$ cat src/rtl/regfile_port_sched_pkg.sv
// Shared definitions for the register-file port scheduler:
// file geometry and the scheduler FSM encoding.
package regfile_port_sched_pkg;

    localparam int RF_DEPTH  = 32;
    localparam int RF_ADDR_W = $clog2(RF_DEPTH);
    localparam int RF_DATA_W = 32;

    typedef enum logic {
        ST_INIT = 1'b0,
        ST_RUN  = 1'b1
    } state_t;

endpackage

$ cat src/rtl/rr_arbiter2.sv
// Two-way round-robin arbiter. The pointer names the preferred
// requester and moves to the other one after a grant.
// Ports: clk, reset (async high), req[1:0] in, gnt[1:0] out (one-hot/zero).
module rr_arbiter2 (
    input  logic       clk,
    input  logic       reset,
    input  logic [1:0] req,
    output logic [1:0] gnt
);

    logic ptr;

    always_comb begin
        gnt = 2'b00;
        if (req[ptr]) begin
            gnt[ptr] = 1'b1;
        end else if (req[~ptr]) begin
            gnt[~ptr] = 1'b1;
        end
    end

    always_ff @(posedge clk or posedge reset) begin
        if (reset) begin
            ptr <= 1'b0;
        end else if (gnt[0]) begin
            ptr <= 1'b1;
        end else if (gnt[1]) begin
            ptr <= 1'b0;
        end
    end

endmodule

$ cat src/rtl/regfile_port_sched.sv
// Single-port scheduler in front of the 32x32 register file: arbitrates
// two readers and one writer onto one op per cycle, issues the post-reset
// clear, and routes registered read data back to the issuing reader.
// Ports: clk, reset (async high); rd_req_* / rd_resp_* reader side;
// wr_req_* writer side; rf_* register-file side; init_done status.
import regfile_port_sched_pkg::*;

module regfile_port_sched #(
    parameter int NUM_RD       = 2,
    parameter int STARVE_LIMIT = 4
) (
    input  logic                        clk,
    input  logic                        reset,
    input  logic [NUM_RD-1:0]           rd_req_valid,
    output logic [NUM_RD-1:0]           rd_req_ready,
    input  logic [NUM_RD*RF_ADDR_W-1:0] rd_req_rs1,
    input  logic [NUM_RD*RF_ADDR_W-1:0] rd_req_rs2,
    output logic [NUM_RD-1:0]           rd_resp_valid,
    output logic [RF_DATA_W-1:0]        rd_resp_data1,
    output logic [RF_DATA_W-1:0]        rd_resp_data2,
    input  logic                        wr_req_valid,
    output logic                        wr_req_ready,
    input  logic [RF_ADDR_W-1:0]        wr_req_rd,
    input  logic [RF_DATA_W-1:0]        wr_req_data,
    output logic                        rf_en,
    output logic                        rf_reset,
    output logic                        rf_read_en,
    output logic                        rf_write_en,
    output logic [RF_ADDR_W-1:0]        rf_rs1,
    output logic [RF_ADDR_W-1:0]        rf_rs2,
    output logic [RF_ADDR_W-1:0]        rf_rd,
    output logic [RF_DATA_W-1:0]        rf_data_in,
    input  logic [RF_DATA_W-1:0]        rf_read_out1,
    input  logic [RF_DATA_W-1:0]        rf_read_out2,
    output logic                        init_done
);

    localparam logic [3:0] LIM = 4'(STARVE_LIMIT);

    state_t state, state_nx;
    logic   run;

    logic [3:0]  starve_cnt;
    logic        rd_pend;
    logic        wr_win;
    logic [1:0]  arb_req;
    logic [1:0]  rd_gnt;
    logic        rd_acc;
    logic        gnt_id;

    logic [RF_ADDR_W-1:0] sel_rs1, sel_rs2;

    logic                 iss_rd_en, iss_wr_en;
    logic [RF_ADDR_W-1:0] iss_rs1, iss_rs2, iss_rd;
    logic [RF_DATA_W-1:0] iss_data;

    logic p0_v, p0_id, p1_v, p1_id;

    // FSM: INIT lasts exactly one cycle after reset.
    always_ff @(posedge clk or posedge reset) begin
        if (reset) begin
            state <= ST_INIT;
        end else begin
            state <= state_nx;
        end
    end

    always_comb begin
        state_nx = state;
        unique case (state)
            ST_INIT: state_nx = ST_RUN;
            ST_RUN:  state_nx = ST_RUN;
            default: state_nx = ST_INIT;
        endcase
    end

    assign run       = (state == ST_RUN);
    assign init_done = run;

    // Clear pulse is gated so it stays low while reset is held.
    assign rf_reset = (state == ST_INIT) && !reset;

    // Write wins unless readers have waited STARVE_LIMIT write grants.
    assign rd_pend = |rd_req_valid;
    assign wr_win  = run && wr_req_valid && (starve_cnt < LIM);
    assign arb_req = (run && !wr_win) ? rd_req_valid : 2'b00;

    rr_arbiter2 u_arb (
        .clk   (clk),
        .reset (reset),
        .req   (arb_req),
        .gnt   (rd_gnt)
    );

    assign rd_req_ready = rd_gnt;
    assign wr_req_ready = wr_win;
    assign rd_acc       = |rd_gnt;
    assign gnt_id       = rd_gnt[1];

    assign sel_rs1 = gnt_id ? rd_req_rs1[2*RF_ADDR_W-1:RF_ADDR_W]
                            : rd_req_rs1[RF_ADDR_W-1:0];
    assign sel_rs2 = gnt_id ? rd_req_rs2[2*RF_ADDR_W-1:RF_ADDR_W]
                            : rd_req_rs2[RF_ADDR_W-1:0];

    always_ff @(posedge clk or posedge reset) begin
        if (reset) begin
            starve_cnt <= 4'd0;
        end else if (wr_win && rd_pend) begin
            if (starve_cnt >= LIM) begin
                starve_cnt <= LIM;
            end else begin
                starve_cnt <= starve_cnt + 4'd1;
            end
        end else if (rd_acc || !rd_pend) begin
            starve_cnt <= 4'd0;
        end
    end

    // Issue stage; writes to x0 are accepted but dropped here.
    always_ff @(posedge clk or posedge reset) begin
        if (reset) begin
            iss_rd_en <= 1'b0;
            iss_wr_en <= 1'b0;
            iss_rs1   <= '0;
            iss_rs2   <= '0;
            iss_rd    <= '0;
            iss_data  <= '0;
        end else begin
            iss_rd_en <= rd_acc;
            iss_wr_en <= wr_win && (wr_req_rd != '0);
            iss_rs1   <= rd_acc ? sel_rs1 : '0;
            iss_rs2   <= rd_acc ? sel_rs2 : '0;
            if (wr_win && (wr_req_rd != '0)) begin
                iss_rd   <= wr_req_rd;
                iss_data <= wr_req_data;
            end else begin
                iss_rd   <= '0;
                iss_data <= '0;
            end
        end
    end

    assign rf_en       = iss_rd_en | iss_wr_en | rf_reset;
    assign rf_read_en  = iss_rd_en;
    assign rf_write_en = iss_wr_en;
    assign rf_rs1      = iss_rs1;
    assign rf_rs2      = iss_rs2;
    assign rf_rd       = iss_rd;
    assign rf_data_in  = iss_data;

    // Stage 0 tracks the issue cycle, stage 1 the file-output cycle.
    always_ff @(posedge clk or posedge reset) begin
        if (reset) begin
            p0_v  <= 1'b0;
            p0_id <= 1'b0;
            p1_v  <= 1'b0;
            p1_id <= 1'b0;
        end else begin
            p0_v  <= rd_acc;
            p0_id <= gnt_id;
            p1_v  <= p0_v;
            p1_id <= p0_id;
        end
    end

    always_comb begin
        rd_resp_valid = '0;
        if (p1_v) begin
            rd_resp_valid[p1_id] = 1'b1;
        end
    end

    assign rd_resp_data1 = rf_read_out1;
    assign rd_resp_data2 = rf_read_out2;

endmodule

$ cat config.mk
export PLATFORM = sky130hd
export DESIGN_NAME = regfile_port_sched
export DESIGN_NICKNAME = d
export VERILOG_FILES = /design/src/rtl/regfile_port_sched_pkg.sv /design/src/rtl/rr_arbiter2.sv /design/src/rtl/regfile_port_sched.sv
export SDC_FILE = /design/constraint.sdc
export NUM_CORES = 1
export LEC_CHECK = 0
export CAP_MARGIN = 40
export CELL_PAD_IN_SITES_DETAIL_PLACEMENT = 2
export CELL_PAD_IN_SITES_GLOBAL_PLACEMENT = 2
export CORE_ASPECT_RATIO = 0.9
export CORE_MARGIN = 2
export CORE_UTILIZATION = 17
export DETAILED_ROUTE_END_ITERATION = 8
export GPL_TIMING_DRIVEN = 0
export PLACE_DENSITY_LB_ADDON = 0.1
export SLEW_MARGIN = 30
export SYNTH_ARGS = -nofsm -noshare
export SYNTH_HDL_FRONTEND = slang
export SYNTH_SLANG_ARGS = --single-unit
$ cat constraint.sdc
create_clock -name clk -period 4.1 [get_ports clk]
set_clock_uncertainty 0.05 [all_clocks]
set_input_delay 0.82 -clock clk [delete_from_list [all_inputs] [get_ports clk]]
set_output_delay 0.82 -clock clk [all_outputs]
set_load 0.02 [all_outputs]
# [Word level (Yosys, flattened, before mapping)]
# Index checks and enable logic that the tools add are counted.
[totals] regBits=58 input_bits=126 elab_cells=68
[op_classes] addsub=1 n_lt_le_gt_ge=8 n_mux=25 bitwise=4 reduce_logical=18
[ops] cell="32-bit two-way mux" count=1
[ops] cell="5-bit two-way mux" count=5
[ops] cell="4-bit two-way mux" count=3
[ops] cell="1-bit logical AND" count=9
[ops] cell="1-bit two-way mux" count=9
[ops] cell="2-bit two-way mux" count=4
[ops] cell="1-bit by 2-bit < comparator with 1-bit output (second input constant)" count=3
[ops] cell="5-bit nonzero test" count=1
[ops] cell="4-bit by 1-bit adder with 4-bit output (second input constant)" count=1
[ops] cell="4-bit by 3-bit >= comparator with 1-bit output (second input constant)" count=1
[ops] cell="4-bit by 3-bit < comparator with 1-bit output (second input constant)" count=1
[ops] cell="2-bit nonzero test" count=2
[ops] cell="2-bit OR reduction" count=2
[ops] cell="1-bit demux with 1-bit select" count=3
[ops] cell="1-bit >= comparator (second input constant)" count=3
[ops] cell="1-bit zero test" count=3
[ops] cell="1-bit NOT" count=2
[ops] cell="1-bit bitwise OR" count=2
[ops] cell="1-bit logical OR" count=1

# [Longest topological paths before layout]
# Gate-level depths: netlist of run 1.
[depth] ltp_word=13 ltp_mapped=5 mapped_depth_nobuf=3

# [Hierarchy]
# Synthesis of run 1 repeated with hierarchy kept, for this count alone.
[hier_totals] cells_unflattened=209 area_unflattened_um2=2518.7
[modules_own_cells] module="regfile_port_sched" instances=1 cells_per_inst=202 area_per_inst_um2=2462.4 seq_area_each_um2=1426.4
[modules_own_cells] module="rr_arbiter2" instances=1 cells_per_inst=7 area_per_inst_um2=56.3 seq_area_each_um2=25.0

# [Least setup slack after synthesis of run 1]
# Ideal clock, no wire load.
[synth_timing] path_type="input -> output" from="input wr_req_valid" to="output rd_req_ready[1]" t_arrival_ns=1.561 required_time_ns=3.230 path_slack_ns=1.669 stages=4 path_buffers=1 path_cell_list="or3b_1 > nand2_1 > buf_6 > nor2_1"
[synth_via] elab_chain_cells=9 word_cells_on_any_way=11
[synth_lines] element="start: declaration" line="regfile_port_sched.sv:21" source="input logic wr_req_valid,"
[synth_lines] element="1-bit logical AND (*) (2 in series)" line="regfile_port_sched.sv:85" source="assign wr_win = run && wr_req_valid && (starve_cnt < LIM);"
[synth_lines] element="1-bit zero test (*)" line="regfile_port_sched.sv:86" source="assign arb_req = (run && !wr_win) ? rd_req_valid : 2'b00;"
[synth_lines] element="1-bit logical AND (*)" line="regfile_port_sched.sv:86"
[synth_lines] element="2-bit two-way mux (*)" line="regfile_port_sched.sv:86"
[synth_lines] element="1-bit two-way mux (not written as such) (2 in series)" line="rr_arbiter2.sv:17" source="end else if (req[~ptr]) begin"
[synth_lines] element="2-bit two-way mux" line="rr_arbiter2.sv:17"
[synth_lines] element="2-bit two-way mux (*)" line="rr_arbiter2.sv:15" source="if (req[ptr]) begin"
[synth_lines] element="end: declaration" line="regfile_port_sched.sv:15" source="output logic [NUM_RD-1:0] rd_req_ready,"
# Mark *: on every way between the ends. The rest lies on a longest branch, timed or not. The select of a mux whose other input is x is not followed.

# [Final worst setup path of run 1]
[layout_timing] from="input rd_req_valid[0]" to="output rd_req_ready[1]"
[layout_via] elab_chain_cells=5 word_cells_on_any_way=7
[layout_lines] element="start: declaration" line="regfile_port_sched.sv:14" source="input logic [NUM_RD-1:0] rd_req_valid,"
[layout_lines] element="2-bit two-way mux (*)" line="regfile_port_sched.sv:86"
[layout_lines] element="1-bit two-way mux (not written as such) (2 in series)" line="rr_arbiter2.sv:17"
[layout_lines] element="2-bit two-way mux" line="rr_arbiter2.sv:17"
[layout_lines] element="2-bit two-way mux (*)" line="rr_arbiter2.sv:15"
# Marks and branches as above.

==> results.toml, run 1 <==
[global_routing]
grt_max_degree = 31
antenna_found_initial = 0
global_route.usage.total_pct = 10.95
grt_pass1_vias = 2536
first_pass_grt_wire_length_um = 13320
grt_overflow = 0

[cts]
numClockSinks = 58
cts.repair_timing.setup_buffer_count = 0
cts_resized = 0
clkTransAtPathRegs_ns = 0.05
cts.hold.buffers_added = 0
ctsHtreeMaxLevel = 3
cts_bufs_inserted = 9
clkLatencyLatePin_ns = 0.32
cts_tree = "built"
ctsLongestPathBuffers = 2
clock-root-buffer = "sky130_fd_sc_hd__clkbuf_16"

[route]
detailedRoute.firstIterationViolations = 55
drt_pass1_iterations = 3
antenna_violating_nets_remaining = 0
detailroute.via_count = 2281
route.detailed.wl_per_inst_um = 14.43
routed_wirelength_um = 8889
drc = 0
vias_per_cell = 3.703

[critical_path]
crit_path_max_fanout = 10
required_ns = 3.23
criticalPathCategory = "primary input to output port"
arrival_time_at_the_worst_endpoint_ns = 2.78
endpoint_class_of_the_critical_path = "output port"
cp-start-kind = "primary input"

[synthesis]
synth.ff_latch_count = 58
synth_area_sq_um = 2586
yosys-mux-area-fraction_pct = 0.4354
synthesis.area_per_instance_sq_um = 11.81
synth-simple-area-share_pct = 15.05
ys_types = 27
yosys_warnings = 0
yosys.area_share.xor_xnor_pct = 0
synth_compound_gate_area_share_pct = 5.951
postSynthNetCount = 346
ys_seq_area_share_pct = 56.12
synthCells = 219
combinational_family_with_the_most_area_after_synthesis = "buffers and inverters"
synthAdderAreaFrac_pct = 0.4838

[sta]
setup_repair_after_global_routing_missed_its_margin = "no"
min_period_ns = 3.646
hold-worst-slack_ns = 0.2989
finalSetupViolCount = 0
hold_viol_final = 0
maxClockFrequency_mhz = 274.2
setup_slack_ns = 0.4536
period_share_pct = 88.94
finalMaxSlewViolations = 0
totalNegativeSetupSlack_ns = 0

[placed_design]
hpwlAfterDp_um = 7147
gp_routability_congestion = 0.6599
placement.io_buffers = 182
place_inst = 600
dp_slack_ns = 0.4259

[finish]
layout.cells.most_common_list = "sky130_fd_sc_hd__clkdlybuf4s50_1, sky130_fd_sc_hd__buf_4, sky130_fd_sc_hd__dfrtp_1"
final_layout_size_suffix_gt1_share_pct = 21.77
multi_input_comb_area_sq_um = 570.5
finalNetCount = 540
syn_to_final_growth_pct = 93.66
final-instance-count-excl-fill = 616
fillCellCount = 1568
antenna_cells = 0
layout.cells.most_common = "sky130_fd_sc_hd__clkdlybuf4s50_1"
layout.area.seq_sq_um = 1451

[run_status]
status = "completed"

[floorplan]
die_area_sq_um = 16220
die_height_um = 121.0
start_util_pct = 17.51
chipWidth_um = 134.0
num_io_pins = 247
number_of_rows_in_the_core_area = 42
core_area_sq_um = 14770

[power]
netSwitchingPower_mw = 0.4348
power.share.clock_pct = 45.4
totalPowerFinal_mw = 1.813
power_leakage_nw = 2.210
pwr-share-comb_pct = 21.0
irDropWorstVdd_v = 0.0001789
internal_power_mw = 1.378
sequential_fraction_of_design_power_pct = 33.6
p_per_area_nw_per_um2 = 362.0
swShare_pct = 23.99

[hold_path]
hold_crit_path_type = "flop to flop"

[run]
max-cap-violations = 0
==> flip-flops by register name (all words and copies together) (netlist names), 4 cells and up <==
| signal | cells |
|---|---|
| rf_rd | 5 |
| rf_data_in | 32 |
| rf_rs2 | 5 |
| rf_rs1 | 5 |
| starve_cnt | 4 |
==> worst paths after layout <==
| kind | cells after the start | slack [ns] | start | to |
|---|---|---|---|---|
| min in group asynchronous | 2 | 0.82 | reset | rf_rd[1] |
| worst max-delay path | 6 | 0.45 | rd_req_valid[0] | rd_req_ready[1] |
| max in group asynchronous | 3 | 2.69 | reset | rf_data_in[12] |
| worst max register to register | 4 | 2.69 | starve_cnt[2] | p0_id |
| worst min register to register | 0 | 0.30 | p0_id | p1_id |
| worst min-delay path | 0 | 0.30 | p0_id | p1_id |
==> kinds of logic (layout without fill, tap and decap cells) <==
family	Yosys count	count (layout)
buf+inv	77	276
flops	58	58
mux	1	1
other cells	1	1
fa+ha+maj	1	1
compound gates	18	18
simple gates	63	63
==> critical path: stages <==
cell and delay, ns:
sky130_fd_sc_hd__clkdlybuf4s50_1 0.51, sky130_fd_sc_hd__nand2b_1 0.14, sky130_fd_sc_hd__clkbuf_1 0.39, sky130_fd_sc_hd__nand2_1 0.10
sky130_fd_sc_hd__nor2_1 0.16, sky130_fd_sc_hd__clkdlybuf4s50_1 0.65
==> cell usage after synthesis (all sizes together) <==
cell | instances | area (sq um)
nor2 | 16 | 60.06
a31oi | 1 | 6.260
nor2b | 1 | 6.260
o21ai | 2 | 10.01
conb | 1 | 3.750
clkbuf | 2 | 7.510
nand2b | 1 | 6.260
and2 | 37 | 231.5
ha | 1 | 12.51
nor4 | 1 | 21.27
nor3b | 1 | 7.510
inv | 5 | 18.77
buf | 70 | 538.0
a21oi | 1 | 16.27
a41oi | 1 | 8.760
or3b | 1 | 8.760
a32oi | 10 | 87.58
and3 | 1 | 6.260
o32ai | 2 | 17.52
mux2 | 1 | 11.26
nand4bb | 1 | 27.53
or3 | 1 | 6.260
a21boi | 1 | 7.510
dfrtp | 58 | 1451
nand2 | 2 | 7.510
==> through the flow <==
step	area (sq um)	utilization [%]
floorplan	2586	-
global placement	4656	31.53
detailed placement	4678	31.68
CTS	5009	33.92
global route	5009	33.92
finish	5009	33.92
==> cell type report <==
class	instances	area share, %
tap	198	4.946
inverter	5	0.4247
clock inverter	4	1.474
sequential	58	28.98
multi-input combinational	84	11.39
timing repair buffer	183	36.77
clock buffer	12	5.121
buffer	72	10.89
==> power groups by stage <==
stage,logic [mW],registers [mW],clock network [mW]
after floorplan,0.158,0.645,0
after global placement,0.380,0.619,0
after detailed placement,0.388,0.620,0
after CTS,0.390,0.610,0.861
after global routing,0.407,0.613,0.885
final,0.380,0.610,0.823
==> routing by layer <==
layer	global-route usage (%)	wire length (um)
met1	11.05	3149
met3	5.890	1029
met2	19.10	4575
met4	4.145	135
met5	0	0
(Power assumes the default switching activity.)
==> run 2, diff against run 1 <==
- SETUP_SLACK_MARGIN: not set -> 0.2
==> results of run 2 <==
Same layout as run 1: the final DEF is identical, and so are final timing and power.
